<file path="config.mk">
export PLATFORM = sky130hd
export DESIGN_NAME = rv32im_wb_timer
export DESIGN_NICKNAME = d
export VERILOG_FILES = /design/src/rtl/rv32im_wb_timer_pkg.sv /design/src/rtl/rv32im_wb_timer_core.sv /design/src/rtl/rv32im_wb_timer.sv
export SDC_FILE = /design/constraint.sdc
export NUM_CORES = 1
export LEC_CHECK = 0
export CAP_MARGIN = 25
export CORE_UTILIZATION = 55
export CTS_BUF_LIST = sky130_fd_sc_hd__clkbuf_2
export CTS_CLUSTER_DIAMETER = 50
export CTS_CLUSTER_SIZE = 24
export DETAILED_ROUTE_END_ITERATION = 10
export PLACE_DENSITY = 0.79
export SKIP_CTS_REPAIR_TIMING = 1
export SLEW_MARGIN = 10
export SYNTH_ARGS = -nofsm -noshare
export SYNTH_HDL_FRONTEND = slang
export SYNTH_SLANG_ARGS = --single-unit
</file>
<file path="constraint.sdc">
create_clock -name clk_i -period 3.85 [get_ports clk_i]
set_clock_uncertainty 0.2 [all_clocks]
set_input_delay 0.77 -clock clk_i [delete_from_list [all_inputs] [get_ports clk_i]]
set_output_delay 0.77 -clock clk_i [all_outputs]
set_load 0.05 [all_outputs]
</file>
<file path="src/rtl/rv32im_wb_timer_pkg.sv">
// Shared constants, state type and byte-lane helper for the Wishbone machine timer.
// Register offsets are word offsets decoded from adr_i[2:0].
package rv32im_wb_timer_pkg;

   localparam logic [2:0] OFF_MTIME_LO = 3'd0;
   localparam logic [2:0] OFF_MTIME_HI = 3'd1;
   localparam logic [2:0] OFF_CMP_LO   = 3'd2;
   localparam logic [2:0] OFF_CMP_HI   = 3'd3;
   localparam logic [2:0] OFF_CTRL     = 3'd4;
   localparam logic [2:0] OFF_PRESCALE = 3'd5;

   localparam int CTRL_EN_BIT  = 0;
   localparam int CTRL_IRQ_BIT = 1;

   localparam logic [63:0] MTIMECMP_RESET = 64'hFFFF_FFFF_FFFF_FFFF;

   typedef enum logic [1:0] {
      ST_IDLE = 2'd0,
      ST_WAIT = 2'd1,
      ST_RESP = 2'd2
   } wb_state_e;

   function automatic logic [31:0] byte_merge(input logic [31:0] old_val,
                                              input logic [31:0] new_val,
                                              input logic [3:0]  sel);
      logic [31:0] merged;
      merged = old_val;
      for (int k = 0; k < 4; k++) begin
         if (sel[k]) merged[8*k +: 8] = new_val[8*k +: 8];
      end
      return merged;
   endfunction

   function automatic logic is_err_offset(input logic [2:0] off);
      return off > OFF_PRESCALE;
   endfunction

endpackage

</file>
<file path="src/rtl/rv32im_wb_timer_core.sv">
// Timer datapath: prescaler, 64-bit mtime/mtimecmp, control bits and registered interrupt.
// A bus write to mtime wins over a coincident prescaler tick, which is then lost.
module rv32im_timer_core
   import rv32im_wb_timer_pkg::*;
(
   input  logic        clk_i,
   input  logic        reset_ni,
   input  logic        wr_en,
   input  logic [2:0]  wr_off,
   input  logic [3:0]  wr_sel,
   input  logic [31:0] wr_dat,
   output logic [63:0] mtime,
   output logic [63:0] mtimecmp,
   output logic [31:0] prescale,
   output logic        timer_en,
   output logic        irq_en,
   output logic        interrupt_o
);

   logic [31:0] presc_cnt;
   logic [31:0] presc_cnt_d;
   logic [31:0] prescale_d;
   logic [63:0] mtime_d;
   logic [63:0] mtimecmp_d;
   logic        timer_en_d;
   logic        irq_en_d;
   logic        tick;
   logic        time_wr;

   always_comb begin
      tick        = timer_en && (presc_cnt == prescale);
      time_wr     = wr_en && (wr_sel != 4'b0000) &&
                    ((wr_off == OFF_MTIME_LO) || (wr_off == OFF_MTIME_HI));
      mtime_d     = (tick && !time_wr) ? mtime + 64'd1 : mtime;
      mtimecmp_d  = mtimecmp;
      prescale_d  = prescale;
      timer_en_d  = timer_en;
      irq_en_d    = irq_en;
      presc_cnt_d = presc_cnt;
      if (timer_en) presc_cnt_d = tick ? 32'd0 : presc_cnt + 32'd1;
      if (wr_en) begin
         case (wr_off)
            OFF_MTIME_LO: mtime_d[31:0]     = byte_merge(mtime_d[31:0], wr_dat, wr_sel);
            OFF_MTIME_HI: mtime_d[63:32]    = byte_merge(mtime_d[63:32], wr_dat, wr_sel);
            OFF_CMP_LO:   mtimecmp_d[31:0]  = byte_merge(mtimecmp[31:0], wr_dat, wr_sel);
            OFF_CMP_HI:   mtimecmp_d[63:32] = byte_merge(mtimecmp[63:32], wr_dat, wr_sel);
            OFF_CTRL: begin
               if (wr_sel[0]) begin
                  timer_en_d = wr_dat[CTRL_EN_BIT];
                  irq_en_d   = wr_dat[CTRL_IRQ_BIT];
               end
            end
            OFF_PRESCALE: begin
               prescale_d  = byte_merge(prescale, wr_dat, wr_sel);
               presc_cnt_d = 32'd0;
            end
            default: ;
         endcase
      end
   end

   // Interrupt compares the current register state, so it trails mtime/mtimecmp by a cycle.
   always_ff @(posedge clk_i or negedge reset_ni) begin
      if (!reset_ni) begin
         mtime       <= 64'd0;
         mtimecmp    <= MTIMECMP_RESET;
         prescale    <= 32'd0;
         presc_cnt   <= 32'd0;
         timer_en    <= 1'b0;
         irq_en      <= 1'b0;
         interrupt_o <= 1'b0;
      end else begin
         mtime       <= mtime_d;
         mtimecmp    <= mtimecmp_d;
         prescale    <= prescale_d;
         presc_cnt   <= presc_cnt_d;
         timer_en    <= timer_en_d;
         irq_en      <= irq_en_d;
         interrupt_o <= irq_en && (mtime >= mtimecmp);
      end
   end

endmodule

</file>
<file path="src/rtl/rv32im_wb_timer.sv">
// Wishbone classic single-beat responder in front of the machine timer core.
// Holds the bus FSM, request capture, mtime high-word shadow and the read mux.
module rv32im_wb_timer
   import rv32im_wb_timer_pkg::*;
#(
   parameter int XLEN        = 32,
   parameter int WAIT_STATES = 0
)
(
   input  logic            clk_i,
   input  logic            reset_ni,
   input  logic [XLEN-1:0] slave_dat_i,
   output logic [XLEN-1:0] slave_dat_o,
   input  logic [XLEN-3:0] adr_i,
   input  logic            cyc_i,
   input  logic            stb_i,
   input  logic            we_i,
   input  logic [3:0]      sel_i,
   output logic            ack_o,
   output logic            err_o,
   output logic            interrupt_o
);

   wb_state_e   state_q;
   wb_state_e   state_d;
   logic [3:0]  wait_cnt_q;
   logic [3:0]  wait_cnt_d;
   logic [2:0]  adr_q;
   logic        we_q;
   logic [3:0]  sel_q;
   logic [31:0] dat_q;
   logic [2:0]  cur_adr;
   logic        cur_we;
   logic [3:0]  cur_sel;
   logic [31:0] cur_dat;
   logic        cur_err;
   logic        commit;
   logic [31:0] shadow;
   logic [31:0] rd_data;
   logic [63:0] mtime;
   logic [63:0] mtimecmp;
   logic [31:0] prescale;
   logic        timer_en;
   logic        irq_en;
   logic        unused_adr;

   assign unused_adr = ^adr_i[XLEN-3:3];

   always_comb begin
      state_d    = state_q;
      wait_cnt_d = wait_cnt_q;
      case (state_q)
         ST_IDLE: begin
            if (cyc_i && stb_i) begin
               if (WAIT_STATES == 0) begin
                  state_d = ST_RESP;
               end else begin
                  state_d    = ST_WAIT;
                  wait_cnt_d = 4'(WAIT_STATES);
               end
            end
         end
         ST_WAIT: begin
            if (!cyc_i)                 state_d = ST_IDLE;
            else if (wait_cnt_q == 4'd1) state_d = ST_RESP;
            else                         wait_cnt_d = wait_cnt_q - 4'd1;
         end
         ST_RESP: state_d = ST_IDLE;
         default: state_d = ST_IDLE;
      endcase
   end

   // With no wait states the request commits on the edge that samples it, so use live inputs.
   always_comb begin
      if (state_q == ST_IDLE) begin
         cur_adr = adr_i[2:0];
         cur_we  = we_i;
         cur_sel = sel_i;
         cur_dat = slave_dat_i[31:0];
      end else begin
         cur_adr = adr_q;
         cur_we  = we_q;
         cur_sel = sel_q;
         cur_dat = dat_q;
      end
      commit  = (state_d == ST_RESP);
      cur_err = is_err_offset(cur_adr);
   end

   always_comb begin
      rd_data = 32'd0;
      case (cur_adr)
         OFF_MTIME_LO: rd_data = mtime[31:0];
         OFF_MTIME_HI: rd_data = shadow;
         OFF_CMP_LO:   rd_data = mtimecmp[31:0];
         OFF_CMP_HI:   rd_data = mtimecmp[63:32];
         OFF_CTRL:     rd_data = {30'd0, irq_en, timer_en};
         OFF_PRESCALE: rd_data = prescale;
         default:      rd_data = 32'd0;
      endcase
   end

   always_ff @(posedge clk_i or negedge reset_ni) begin
      if (!reset_ni) begin
         state_q     <= ST_IDLE;
         wait_cnt_q  <= 4'd0;
         adr_q       <= 3'd0;
         we_q        <= 1'b0;
         sel_q       <= 4'd0;
         dat_q       <= 32'd0;
         ack_o       <= 1'b0;
         err_o       <= 1'b0;
         slave_dat_o <= '0;
         shadow      <= 32'd0;
      end else begin
         state_q    <= state_d;
         wait_cnt_q <= wait_cnt_d;
         if (state_q == ST_IDLE && cyc_i && stb_i) begin
            adr_q <= adr_i[2:0];
            we_q  <= we_i;
            sel_q <= sel_i;
            dat_q <= slave_dat_i[31:0];
         end
         ack_o       <= commit && !cur_err;
         err_o       <= commit && cur_err;
         slave_dat_o <= (commit && !cur_we && !cur_err) ? XLEN'(rd_data) : '0;
         // Latching the live high word on a low-word read makes lo-then-hi reads coherent.
         if (commit && !cur_we && cur_adr == OFF_MTIME_LO) shadow <= mtime[63:32];
      end
   end

   rv32im_timer_core u_core (
      .clk_i       (clk_i),
      .reset_ni    (reset_ni),
      .wr_en       (commit && cur_we && !cur_err),
      .wr_off      (cur_adr),
      .wr_sel      (cur_sel),
      .wr_dat      (cur_dat),
      .mtime       (mtime),
      .mtimecmp    (mtimecmp),
      .prescale    (prescale),
      .timer_en    (timer_en),
      .irq_en      (irq_en),
      .interrupt_o (interrupt_o)
   );

endmodule
</file>
; After elaboration in Yosys (flattened, before gate mapping)
; Cells that the tools add are included.
; W data, S select, Z words.
[totals]
reg_bits = 307
word_cells = 104
[classes]
n_bitwise = 1
eq_ne = 9
add_sub_neg = 3
reduce_logical = 36
n_mux = 26
order_cmp = 2
[op_table]
columns = operator, n
row1 = $mux W32, 8
row2 = $pmux W32 S6, 1
row3 = $mux W64, 2
row4 = $add A64 B1 Y64 const B, 1
row5 = $ge A64 B64 Y1, 1
row6 = $mux W8, 8
row7 = $reduce_and A3 Y1, 14
row8 = $add A32 B1 Y32 const B, 1
row9 = $eq A32 B32 Y1, 1
row10 = $logic_and A1 B1 Y1, 15
row11 = $eq A3 B2 Y1 const B, 2
row12 = $eq A3 B3 Y1 const B, 2
row13 = $mux W2, 3
row14 = $eq A4 B1 Y1 const B, 1
row15 = $mux W4, 1
row16 = $pmux W2 S2, 1
row17 = $reduce_bool A4 Y1, 1
row18 = $sub A4 B1 Y4 const B, 1
row19 = $eq A3 B1 Y1 const B, 1
row20 = $gt A3 B3 Y1 const B, 1
row21 = $logic_not A1 Y1, 3
row22 = $logic_not A3 Y1, 1
row23 = $mux W3, 1
row24 = $eq A2 B1 Y1 const B, 1
row25 = 5 further kinds, 5

; Depth between registers and ports, before layout
[logic_depth]
depth_word = 15
ltp_mapped = 12
depth_no_buf = 10

; Cells and area by module
; From an unflattened synthesis, not the netlist that was laid out.
[unflattened]
hier_cells = 1628
area_unflattened_um2 = 16858.7
[by_module_without_submodules]
columns = module, n_inst, area_each_um2, cells_each
row1 = rv32im_timer_core, 1, 11103.1, 1191
row2 = rv32im_wb_timer, 1, 5755.5, 437

; Worst setup path after synthesis
; OpenSTA, ideal clock, no wires.
[synth_path]
path_type = register to register
startpoint = register u_core.mtime[19]
endpoint = register u_core.mtime[63]
setup_ns = 0.082
path_buffers = 2
stages_incl_launch_ff = 10
setup_slack_ns = 0.479
arrival_time_ns = 3.089
required_time_ns = 3.568
path_cell_list = dfrtp_1 -> nand3_2 -> or3_4 -> or3_1 -> buf_2 -> or4_1 -> buf_2 -> or4_4 -> or3_1 -> a31oi_1
[synth_between]
elab_chain_len = 5
[synth_lines]
columns = element, line_no
row1 = start: declaration, rv32im_wb_timer_core.sv:12  ; output logic [63:0] mtime,
row2 = start signal: assignment, rv32im_wb_timer_core.sv:73  ; mtime <= mtime_d;
row3 = $add A64 B1 Y64 *, rv32im_wb_timer_core.sv:34  ; mtime_d = (tick && !time_wr) ? mtime + 64'd1 : mtime;
row4 = $mux W64 *, rv32im_wb_timer_core.sv:34
row5 = $mux W8, rv32im_wb_timer_pkg.sv:29  ; if (sel[k]) merged[8*k +: 8] = new_val[8*k +: 8];
row6 = $mux W32, rv32im_wb_timer_core.sv:42  ; case (wr_off)
row7 = $mux W64 *, rv32im_wb_timer_core.sv:41  ; if (wr_en) begin
row8 = named net u_core.mtime_d[63], rv32im_wb_timer_core.sv:23  ; logic [63:0] mtime_d;
; The timed path passes the listed nets; every way through them passes the cells marked *.
; A chain may end at the register's enable or synchronous reset.

; Worst setup path after layout
[layout_path]
startpoint = register u_core.presc_cnt[11]
endpoint = register u_core.mtime[63]
[layout_between]
elab_chain_len = 7
[layout_lines]
columns = element, line_no
row1 = start: declaration, rv32im_wb_timer_core.sv:20  ; logic [31:0] presc_cnt;
row2 = start signal: assignment, rv32im_wb_timer_core.sv:76  ; presc_cnt <= presc_cnt_d;
row3 = $eq A32 B32 Y1 *, rv32im_wb_timer_core.sv:31  ; tick = timer_en && (presc_cnt == prescale);
row4 = $logic_and A1 B1 Y1 *, rv32im_wb_timer_core.sv:31
row5 = $logic_and A1 B1 Y1 *, rv32im_wb_timer_core.sv:34
row6 = $mux W64 *, rv32im_wb_timer_core.sv:34
row7 = $mux W8, rv32im_wb_timer_pkg.sv:29
row8 = $mux W32, rv32im_wb_timer_core.sv:42
row9 = $mux W64 *, rv32im_wb_timer_core.sv:41
row10 = named net u_core.mtime_d[63], rv32im_wb_timer_core.sv:23
; Marked as above.

==> Flow_metrics.wiki <==
{| class="wikitable"
! Metric !! Value
|-
| Combinational power share || 24.8%
|-
| Number of nets produced by synthesis || 1826
|-
| Via count of the first global-routing pass || 13700
|-
| Main area contributors after synthesis || sky130_fd_sc_hd__dfrtp_1 (37%), sky130_fd_sc_hd__dfstp_2 (10%), sky130_fd_sc_hd__nand2_1 (5.5%), sky130_fd_sc_hd__ha_1 (5.1%), sky130_fd_sc_hd__mux2_2 (5.0%)
|-
| Min-Delay Path Class || in2async
|-
| 1st-iter DRT viols || 1489
|-
| Overall global routing resource usage || 31.1%
|-
| Setup_tns || 0 ns
|-
| Sink Count || 307
|-
| Post-synth top area cell || sky130_fd_sc_hd__dfrtp_1
|-
| CTS Buf Count || 31
|-
| Setup slack after placement || 0.0168 ns
|-
| Switching power || 0.00280 W
|-
| Total I/O pin count || 106
|-
| Count of cell types in the netlist || 55
|-
| Area overhead of the layout relative to synthesis || 12.4%
|-
| Initial cell density of the core || 55.9%
|-
| Width of the die || 175 um
|-
| RSZ-0062 raised after global routing || no
|-
| CP Data Arrival Time || 4.31 ns
|-
| Largest net degree at the start of global routing || 104
|-
| Number of instances in the synthesized netlist || 1687
|-
| Top-area cell type share of the netlist area || 36.7%
|-
| Slew @ Worst Pin || 0.917 ns
|-
| Count leader, synth || sky130_fd_sc_hd__nand2_1
|-
| Average detailed-routed wire length per instance || 21.5 um
|-
| Total length of routed wires || 47200 um
|-
| GP Congestion || 0.983
|-
| Vias after detailed routing || 13800
|-
| Power density normalized to cell area || 423 nW/um2
|-
| Antenna violation net count after detailed routing || 0
|-
| Input/output buffers || 78
|-
| Main combinational cell family by area after synthesis || simple AND/OR/NAND/NOR gates
|-
| Worst Path Required || 4.55 ns
|-
| Max-cap viol count || 0
|-
| Final Critical Period || 3.61 ns
|-
| Antenna violations before repair || 1
|-
| Worst hold slack || 0.148 ns
|-
| Cell internal power dissipation || 0.00507 W
|-
| Share of flip-flops with an asynchronous set or reset || 100%
|-
| Root buffer cell || sky130_fd_sc_hd__clkbuf_2
|-
| Total half-perimeter wirelength after legalization and detailed placement || 33600 um
|-
| Critical path type || reg2reg
|-
| Number of flops mapped to enable cells by yosys || 0
|-
| Clock network power share || 21.8%
|-
| Startpoint types || flip-flop
|-
| Avg Vias per Cell || 6.27
|-
| Simple-Gate Fraction of Synth Area || 16.6%
|-
| Run status || completed
|-
| Total count of max-transition violations in the final report || 0
|-
| Final std cell area, no fill || 18600 um2
|-
| CTS HTree Levels || 1
|-
| Yosys warns || 0
|-
| Row cnt || 63
|-
| Post-route total power || 0.00787 W
|-
| Sort of element at the end of the critical path || flip-flop
|-
| Predominant post-synthesis flop cell || sky130_fd_sc_hd__dfrtp_1
|-
| Post-route DRC || 0
|-
| Critical-path top delay cell || sky130_fd_sc_hd__or4_4
|-
| Worst vdd rail ir drop || 0.401 mV
|-
| TritonCTS clock tree || done
|-
| Overall overflow remaining after global route || 0
|-
| Worst relative slew slack || 38.8%
|-
| Wire length of the first global-routing pass || 74500 um
|-
| Sequential power share || 53.4%
|-
| Chip Height || 175 um
|-
| Post-synthesis sequential element count || 307
|-
| First-pass iteration count of the detailed router || 6
|-
| Post-route worst setup slack || 0.242 ns
|-
| Average size of a mapped cell || 9.81 um2
|-
| Final setup fails || 0
|-
| Switching Fraction || 35.6%
|-
| Adder-cell share of the synthesized area || 5.14%
|-
| Cell type with the highest occurrence count on the critical path || sky130_fd_sc_hd__or4_1
|-
| Max Fclk || 0.277 GHz
|-
| Mux cell area share after synthesis || 9.87%
|-
| Critical Path Max Stage Delay || 0.62 ns
|-
| Series of cell instances along the critical path || xnor2_1 -> nand4_1 -> or4_1 -> or4_1 -> or4_4 -> or3_1 -> a31oi_1
|-
| Filler cells || 2463
|-
| Placed standard-cell area || 18200 um2
|-
| List of most frequent post-synthesis cells || sky130_fd_sc_hd__nand2_1 (244), sky130_fd_sc_hd__dfrtp_1 (243), sky130_fd_sc_hd__o21ai_0 (137), sky130_fd_sc_hd__mux2i_1 (80), sky130_fd_sc_hd__inv_1 (77)
|-
| Core ar. || 29600 um2
|-
| DIE AREA || 30800 um2
|-
| Maximum number of buffers from clock root to sink || 3
|-
| Post-route fraction of the period consumed by the critical path || 93.7%
|-
| Final number of hold-violating endpoints || 0
|-
| Worst skew pair latency || 0.98 ns
|-
| Compound-Gate Fraction of Synth Area || 12.5%
|-
| Sequential fraction of the synthesis area || 46.9%
|-
| CTS clk-pin slew, worst paths || 0.27 ns
|-
| Cell leakage power || 7.95 nW
|-
| Post-synth design cell area || 16600 um2
|-
| Final net count || 1925
|-
| Share of post-route cells with drive strength above 1 || 16.1%
|-
| Fraction of synthesized cell area in xor and xnor cells || 5.29%
|-
| Largest driver fanout on the critical path || 6
|}
[worst paths after layout]
| kind | cells past startpoint | endpoint | slack, ns | start |
|---|---|---|---|---|
| min | 2 | slave_dat_o[12] | 0.15 | reset_ni |
| max reg2reg | 7 | u_core.mtime[63] | 0.24 | u_core.presc_cnt[11] |
| max | 7 | u_core.mtime[63] | 0.24 | u_core.presc_cnt[11] |
| min reg2reg | 1 | wait_cnt_q[3] | 0.30 | wait_cnt_q[3] |
| min in group clk_i | 2 | dat_q[18] | 0.20 | slave_dat_i[18] |
| max in group asynchronous | 3 | u_core.mtimecmp[1] | 2.26 | reset_ni |
[power by group through the flow]
stage,registers (W),logic [W],clock network (W)
global route,0.00426,0.00215,0.00183
CTS,0.00419,0.00192,0.00172
finish,0.00420,0.00195,0.00171
floorplan,0.00414,0.00123,0
global placement,0.00422,0.00182,0
detailed placement,0.00425,0.00191,0
[per-stage QoR]
| stage | std cells | utilization (%) |
|---|---|---|
| 4_1_cts | 2199 | 62.8 |
| 2_1_floorplan | 1687 | - |
| 3_5_place_dp | 2142 | 61.4 |
| 5_1_grt | 2201 | 62.8 |
| 3_3_place_gp | 2142 | 61.4 |
| 6_report | 2201 | 62.8 |
[kinds of logic (layout without fill, tap and decap cells)]
group           after synthesis  count (layout)
compound gates              328             328
xor+xnor                    100             100
fa+ha+maj                    68              68
buf+inv                     165             288
flops                       307             307
mux                         154             154
other cells                   0               1
simple gates                565             565
[critical path: cells and delay by family (launching register included)]
| kind | cells | cell delay (ns) |
|---|---|---|
| compound gates | 1 | 0.20 |
| flops | 1 | 0.52 |
| xor+xnor | 1 | 0.35 |
| simple gates | 5 | 2.25 |
[registers in the layout (all words and copies together) (netlist names)]
| name | flops |
|---|---|
| u_core.irq_en | 1 |
| u_core.mtime | 64 |
| wait_cnt_q | 4 |
| ack_o | 1 |
| dat_q | 32 |
| u_core.interrupt_o | 1 |
| u_core.timer_en | 1 |
| shadow | 32 |
| u_core.mtimecmp | 64 |
| err_o | 1 |
| u_core.prescale | 32 |
| u_core.presc_cnt | 32 |
| we_q | 1 |
| slave_dat_o | 32 |
| state_q | 2 |
| adr_q | 3 |
| sel_q | 4 |
[routing by layer]
metal  routed length, um  track usage, %  vias up
met5                   0               0        -
met4                2250            15.0        0
met3                4130            5.24      162
met2               21300            48.9      682
met1               19600            41.9     6735
li1                    -               -     6216
[cells in the final DEF (no fill, tap or decap), types with 7 or more instances in the layout]
| master | synthesis | layout |
|---|---|---|
| sky130_fd_sc_hd__mux2_2 | 74 | 74 |
| sky130_fd_sc_hd__clkbuf_2 | 0 | 32 |
| sky130_fd_sc_hd__and3_1 | 20 | 20 |
| sky130_fd_sc_hd__inv_1 | 77 | 77 |
| sky130_fd_sc_hd__o21ai_0 | 137 | 137 |
| sky130_fd_sc_hd__nand2_1 | 244 | 244 |
| sky130_fd_sc_hd__a22o_1 | 17 | 17 |
| sky130_fd_sc_hd__a221oi_1 | 7 | 7 |
| sky130_fd_sc_hd__o31a_1 | 12 | 12 |
| sky130_fd_sc_hd__a22oi_1 | 47 | 47 |
| sky130_fd_sc_hd__a21oi_1 | 30 | 30 |
| sky130_fd_sc_hd__ha_1 | 68 | 68 |
| sky130_fd_sc_hd__xnor2_1 | 71 | 71 |
| sky130_fd_sc_hd__nand3_1 | 47 | 46 |
| sky130_fd_sc_hd__a31oi_1 | 37 | 37 |
| sky130_fd_sc_hd__buf_4 | 0 | 69 |
| sky130_fd_sc_hd__a211oi_1 | 7 | 7 |
| sky130_fd_sc_hd__nand2b_1 | 8 | 8 |
| sky130_fd_sc_hd__clkdlybuf4s50_1 | 0 | 77 |
| sky130_fd_sc_hd__xor2_1 | 29 | 29 |
| sky130_fd_sc_hd__or4_1 | 7 | 7 |
| sky130_fd_sc_hd__and4_1 | 9 | 9 |
| sky130_fd_sc_hd__nand4_1 | 43 | 43 |
| sky130_fd_sc_hd__nor3_1 | 27 | 27 |
| sky130_fd_sc_hd__dfstp_2 | 64 | 64 |
| sky130_fd_sc_hd__dfrtp_1 | 243 | 243 |
| sky130_fd_sc_hd__nor2_1 | 64 | 63 |
| sky130_fd_sc_hd__mux2i_1 | 80 | 79 |
| sky130_fd_sc_hd__a21o_1 | 9 | 9 |
| sky130_fd_sc_hd__and2_1 | 13 | 13 |
| sky130_fd_sc_hd__nor4_1 | 42 | 42 |
| sky130_fd_sc_hd__or2_2 | 11 | 11 |
[final cells by class]
type | instances | area (um2) | area share [%]
antenna | 1 | 2.50 | 0.0134
tap | 390 | 488 | 2.62
clock inverter | 25 | 243 | 1.30
inverter | 77 | 289 | 1.55
sequential | 307 | 7760 | 41.7
multi-input combinational | 1215 | 8240 | 44.2
clock buffer | 32 | 160 | 0.860
timing repair buffer | 154 | 1430 | 7.70
No activity file was read; power rests on OpenSTA's default activity.
